--- config.mk ---
export PLATFORM = sky130hd
export DESIGN_NAME = vga_sync_gen_flat
export DESIGN_NICKNAME = d
export VERILOG_FILES = /design/src/rtl/vga_sync_if.sv /design/src/rtl/vga_sync_gen.sv /design/src/flat_wrapper.sv
export SDC_FILE = /design/constraint.sdc
export NUM_CORES = 1
export LEC_CHECK = 0
export CORE_MARGIN = 2
export CORE_UTILIZATION = 40
export DETAILED_ROUTE_END_ITERATION = 8
export PLACE_DENSITY = 0.71
export SYNTH_ARGS = -nofsm -noshare
export SYNTH_HDL_FRONTEND = slang
export SYNTH_SLANG_ARGS = --single-unit
--- constraint.sdc ---
create_clock -name clk -period 2.51 [get_ports clk]
set_clock_uncertainty 0.1 [all_clocks]
set_input_delay 0.502 -clock clk [delete_from_list [all_inputs] [get_ports clk]]
set_output_delay 0.502 -clock clk [all_outputs]
set_load 0.03 [all_outputs]
--- src/rtl/vga_sync_if.sv ---
// Raster timing bundle between the VGA sync generator and the pixel/animation stage.
interface vga_sync_if;
  logic       p_tick;
  logic [9:0] pix_x;
  logic [9:0] pix_y;
  logic       video_on;
  logic       hsync;
  logic       vsync;
  logic       frame_tick;

  modport master (
    output p_tick, pix_x, pix_y, video_on, hsync, vsync, frame_tick
  );

  modport slave (
    input p_tick, pix_x, pix_y, video_on, hsync, vsync, frame_tick
  );
endinterface

--- src/rtl/vga_sync_gen.sv ---
// VGA raster timing generator: pixel-enable divider, h/v counters, registered
// sync outputs aligned with the coordinates, and a one-clock frame tick.
module vga_sync_gen #(
  parameter int H_DISPLAY = 640,
  parameter int H_FRONT   = 16,
  parameter int H_SYNC    = 96,
  parameter int H_BACK    = 48,
  parameter int V_DISPLAY = 480,
  parameter int V_FRONT   = 10,
  parameter int V_SYNC    = 2,
  parameter int V_BACK    = 33,
  parameter int CLK_DIV   = 2,
  parameter bit SYNC_POL  = 1'b0
) (
  input  logic       clk,
  input  logic       reset,
  vga_sync_if.master vga
);

  localparam int H_TOTAL = H_DISPLAY + H_FRONT + H_SYNC + H_BACK;
  localparam int V_TOTAL = V_DISPLAY + V_FRONT + V_SYNC + V_BACK;
  localparam int DIV_W   = (CLK_DIV > 1) ? $clog2(CLK_DIV) : 1;

  localparam logic [DIV_W-1:0] DIV_LAST = DIV_W'(CLK_DIV - 1);
  localparam logic [9:0] H_LAST   = 10'(H_TOTAL - 1);
  localparam logic [9:0] V_LAST   = 10'(V_TOTAL - 1);
  localparam logic [9:0] H_VIS    = 10'(H_DISPLAY);
  localparam logic [9:0] V_VIS    = 10'(V_DISPLAY);
  localparam logic [9:0] HS_START = 10'(H_DISPLAY + H_FRONT);
  localparam logic [9:0] HS_END   = 10'(H_DISPLAY + H_FRONT + H_SYNC - 1);
  localparam logic [9:0] VS_START = 10'(V_DISPLAY + V_FRONT);
  localparam logic [9:0] VS_END   = 10'(V_DISPLAY + V_FRONT + V_SYNC - 1);

  logic [DIV_W-1:0] div_cnt;
  logic [9:0]       h_cnt;
  logic [9:0]       v_cnt;
  logic [9:0]       h_next;
  logic [9:0]       v_next;
  logic             p_tick;
  logic             h_wrap;
  logic             hsync_q;
  logic             vsync_q;
  logic             frame_q;

  // Next-state counters; sync registers load from these so they line up with pix_x/pix_y.
  always_comb begin
    p_tick = (div_cnt == DIV_LAST);
    h_wrap = (h_cnt == H_LAST);
    h_next = h_cnt;
    v_next = v_cnt;
    if (p_tick) begin
      h_next = h_wrap ? 10'd0 : h_cnt + 10'd1;
      if (h_wrap) begin
        v_next = (v_cnt == V_LAST) ? 10'd0 : v_cnt + 10'd1;
      end
    end
  end

  always_ff @(posedge clk or posedge reset) begin
    if (reset) begin
      div_cnt <= '0;
      h_cnt   <= '0;
      v_cnt   <= '0;
      hsync_q <= ~SYNC_POL;
      vsync_q <= ~SYNC_POL;
      frame_q <= 1'b0;
    end else begin
      div_cnt <= p_tick ? '0 : div_cnt + DIV_W'(1);
      h_cnt   <= h_next;
      v_cnt   <= v_next;
      hsync_q <= (h_next >= HS_START && h_next <= HS_END) ? SYNC_POL : ~SYNC_POL;
      vsync_q <= (v_next >= VS_START && v_next <= VS_END) ? SYNC_POL : ~SYNC_POL;
      frame_q <= p_tick && h_wrap && (v_cnt == V_LAST);
    end
  end

  assign vga.p_tick     = p_tick;
  assign vga.pix_x      = h_cnt;
  assign vga.pix_y      = v_cnt;
  assign vga.video_on   = (h_cnt < H_VIS) && (v_cnt < V_VIS);
  assign vga.hsync      = hsync_q;
  assign vga.vsync      = vsync_q;
  assign vga.frame_tick = frame_q;

endmodule

--- src/flat_wrapper.sv ---
// flat-port wrapper written by rule: the top's interface ports become plain ports
module vga_sync_gen_flat 
#(
  parameter int H_DISPLAY = 640,
  parameter int H_FRONT   = 16,
  parameter int H_SYNC    = 96,
  parameter int H_BACK    = 48,
  parameter int V_DISPLAY = 480,
  parameter int V_FRONT   = 10,
  parameter int V_SYNC    = 2,
  parameter int V_BACK    = 33,
  parameter int CLK_DIV   = 2,
  parameter bit SYNC_POL  = 1'b0
)
  (clk, reset, vga_p_tick, vga_pix_x, vga_pix_y, vga_video_on, vga_hsync, vga_vsync, vga_frame_tick);
  vga_sync_if vga_i ();
  input  logic clk;
  input  logic reset;
  output wire logic [$bits(vga_i.p_tick)-1:0] vga_p_tick;
  output wire logic [$bits(vga_i.pix_x)-1:0] vga_pix_x;
  output wire logic [$bits(vga_i.pix_y)-1:0] vga_pix_y;
  output wire logic [$bits(vga_i.video_on)-1:0] vga_video_on;
  output wire logic [$bits(vga_i.hsync)-1:0] vga_hsync;
  output wire logic [$bits(vga_i.vsync)-1:0] vga_vsync;
  output wire logic [$bits(vga_i.frame_tick)-1:0] vga_frame_tick;
  assign vga_p_tick = vga_i.p_tick;
  assign vga_pix_x = vga_i.pix_x;
  assign vga_pix_y = vga_i.pix_y;
  assign vga_video_on = vga_i.video_on;
  assign vga_hsync = vga_i.hsync;
  assign vga_vsync = vga_i.vsync;
  assign vga_frame_tick = vga_i.frame_tick;
  vga_sync_gen #(.H_DISPLAY(H_DISPLAY), .H_FRONT(H_FRONT), .H_SYNC(H_SYNC), .H_BACK(H_BACK), .V_DISPLAY(V_DISPLAY), .V_FRONT(V_FRONT), .V_SYNC(V_SYNC), .V_BACK(V_BACK), .CLK_DIV(CLK_DIV), .SYNC_POL(SYNC_POL)) u_core (.clk(clk), .reset(reset), .vga(vga_i));
endmodule
==> results_dict.tcl <==
set metrics [dict create \
    status "finished clean" \
    postLayoutCellArea_sq_um 1700 \
    drc 0 \
    crit_family "simple AND/OR/NAND/NOR gates" \
    nets 173 \
    cts_tree "yes" \
    grt_max_degree 25 \
    clockBufferDepth 2 \
    wl_met2_mm 1.53 \
    start_kind "flop" \
    rsz0062_at_grt "false" \
    dpl.hpwl_mm 2.23 \
    reg2reg_depth 6 \
    r2r_slack_ns 0.31 \
    async_flop_share_pct 100 \
    numCtsBuffers 3 \
    post-cts-setup-buffers 0 \
    finalSetupViolCount 0 \
    dr_wl_met3_microns 99 \
    r2r_end "u_core.vga.vsync" \
    grt_pass1_wl_mm 5.58 \
    fin_crit_sh_pct 87.6 \
    htree_levels 1 \
    overflow 0 \
    ant_nets 0 \
    maxSlewViolCount 0 \
    syn-num-nets 146 \
    port-buffer-count 26 \
    placed_cell_area_sq_um 1680 \
    slew_headroom_pct 75.9 \
    peakVddDrop_mv 0.192 \
    crit_path_end_kind "flop" \
    synth_warnings 0 \
    synth_area_sq_um 1370 \
    critPathArrivalTime_ns 2.33 \
    drt_wl_total_mm 3.02 \
    holdWs_ns 0.427 \
    top_layer "met4" \
    crit_chain "ha_1 > nand2_2 > or4b_1 > nor3_4 > xor2_2 > nand4b_1" \
    via_per_inst 5.45 \
    hold_viol_final 0 \
    fp.coreArea_sq_um 3310 \
    tightest_slew_ns 0.361 \
    fill_cells 329 \
    max_freq_mhz 455 \
    cp_slowest_cell "or4b_1" \
    cts_root_buf "clkbuf_4" \
    regToRegStartpoint "u_core.vga.pix_x[0]" \
    n_antenna_cell 0 \
    ys_dominant_reg_cell "dfrtp_1" \
    die_h_microns 62.5 \
    grtUsageTotal_pct 17.6 \
    row_count 21 \
    post-route-util_pct 51.5 \
    dieWidth_microns 62.5 \
    synth.distinct_cells 44 \
    ys_seq_elements 24 \
    power_density_nw_per_um2 331 \
    holdCritPathClass "in -> async" \
    grt_pass1_vias 1241 \
    gp_congestion 0.864 \
    path_class "reg -> reg" \
    multi_input_area_sq_um 706 \
    drtPass1Iterations 4 \
    cp_max_fo 6 \
    p_leak_nw 0.700 \
    drtIter0Drc 57 \
    clkLatencyLatePin_ns 0.30 \
    setup_tns_ns 0 \
    area_growth_pct 24.5 \
    slowest_delay_ns 0.70 \
    synthCells 141 \
    dieArea_sq_um 3910 \
    wl_met1_mm 1.37 \
    cts_hold_buf 0 \
    drv_cap 0 \
    seqCellArea_sq_um 603 \
    syn-mean-instance-area_sq_um 9.71 \
    io-pin-count 27 \
    final.min_clock_period_ns 2.20 \
    cp.required_ns 2.64 \
    num_vias 1160 \
    clock_sinks 24 \
    critPathBufInv 0 \
    ys_seq_area_share_pct 44.1 \
    antenna_found_initial 0 \
    drive_above_1_share_pct 9.58 \
    post_drt_wl_per_cell_microns 14.2 \
    synth_edf_count 0 \
    clk_pin_slew_ns 0.12 \
    initial_core_util_pct 41.3 \
]
state kept, by name, summed over array words and instances (netlist names):
| signal | flops |
|---|---|
| u_core.vga.pix_y | 10 |
| u_core.vga.vsync | 1 |
| u_core.vga.frame_tick | 1 |
| u_core.vga.p_tick | 1 |
| u_core.vga.pix_x | 10 |
| u_core.vga.hsync | 1 |
logic make-up after synthesis:
| logic type | count (synthesis) | share of synthesized area (%) |
|---|---|---|
| adder cells (fa/ha/maj) | 3 | 2.74 |
| multiplexers | 1 | 0.731 |
| AND/OR/NAND/NOR | 61 | 27.5 |
| XOR/XNOR | 10 | 6.95 |
| buffers and inverters | 14 | 4.39 |
| AO/OA/AOI/OAI | 28 | 13.6 |
| flip-flops | 24 | 44.1 |
placed cells by master, fill, tap and decap left out, types with 2 or more instances in the layout:
cell type and instances:
a211oi_1 2, a21o_1 2, a21oi_1 3, and2_1 2, buf_4 3, clkbuf_4 3, clkdlybuf4s50_1 25, dfrtp_1 22
dfstp_2 2, ha_1 3, inv_1 7, nand2_1 9, nand3_1 12, nand4_1 9, nor2_1 9, nor3_1 4
nor4b_2 2, o211ai_1 2, o21ai_0 11, or3_1 2, xnor2_1 4, xor2_1 5
synthesized netlist by cell type (all sizes together), types with 2 or more instances:
cell / instances / area, sq um
xnor2: 4 / 35.0
inv: 7 / 26.3
nor4b: 2 / 30.0
a21o: 2 / 15.0
a211oi: 2 / 15.0
or3: 2 / 12.5
ha: 3 / 37.5
nand4: 9 / 56.3
nor2: 9 / 33.8
a21oi: 3 / 15.0
o21ai: 11 / 55.1
nand2: 10 / 40.0
dfrtp: 22 / 551
nor3: 5 / 36.3
and2: 2 / 12.5
nand3: 13 / 77.6
o211ai: 2 / 15.0
buf: 4 / 22.5
xor2: 6 / 60.1
dfstp: 2 / 52.6
clkbuf: 3 / 11.3
tightest hold or removal path: cells and delay by family:
| family | cells | cell delay, ns |
|---|---|---|
| buffers and inverters | 3 | 0.74 |
final cells by class:
class,count,area share (%)
multi-input cells,103,41.4
flip-flops and latches,24,35.4
repair buffers,29,16.7
well taps,46,3.38
clock buffers,4,1.54
inverters,7,1.54
per-layer routing:
layer	vias to the layer above	global-route usage (%)
li1	577	-
met1	562	21.3
met2	19	31.0
met3	2	2.16
met4	0	8.06
met5	-	0
per-stage QoR:
step                      cells  setup slack [ns]  power (mW)
final                       213             0.312       0.564
after global routing        213             0.155       0.589
after CTS                   213            0.0541       0.580
after detailed placement    209             0.313       0.405
after global placement      209             0.408       0.405
after floorplan             141             0.317       0.400
how the worst max path moves through the flow:
stage | start | to | cells after the start
3_3_place_gp | u_core.vga.pix_x[0] | u_core.vga.vsync | 6
3_5_place_dp | u_core.vga.pix_x[0] | u_core.vga.vsync | 6
4_1_cts | u_core.vga.pix_y[6] | vga_video_on | 4
5_1_grt | u_core.vga.pix_x[0] | u_core.vga.vsync | 6
6_report | u_core.vga.pix_x[0] | u_core.vga.vsync | 6
2_1_floorplan | u_core.vga.pix_x[0] | u_core.vga.vsync | 7
what timing repair did:
item	4_1_cts	5_1_grt
endpoints found under the hold margin	0	0
gates resized for setup	0	1
endpoints found under the setup margin	0	1
report_power, final:
part           switching [mW]  internal, mW  leakage [nW]
Sequential                  0         0.387         0.314
Combinational         0.00766       0.00250         0.371
Clock                   0.105        0.0619        0.0150
Total                   0.113         0.451         0.700
(Power assumes the default switching activity.)
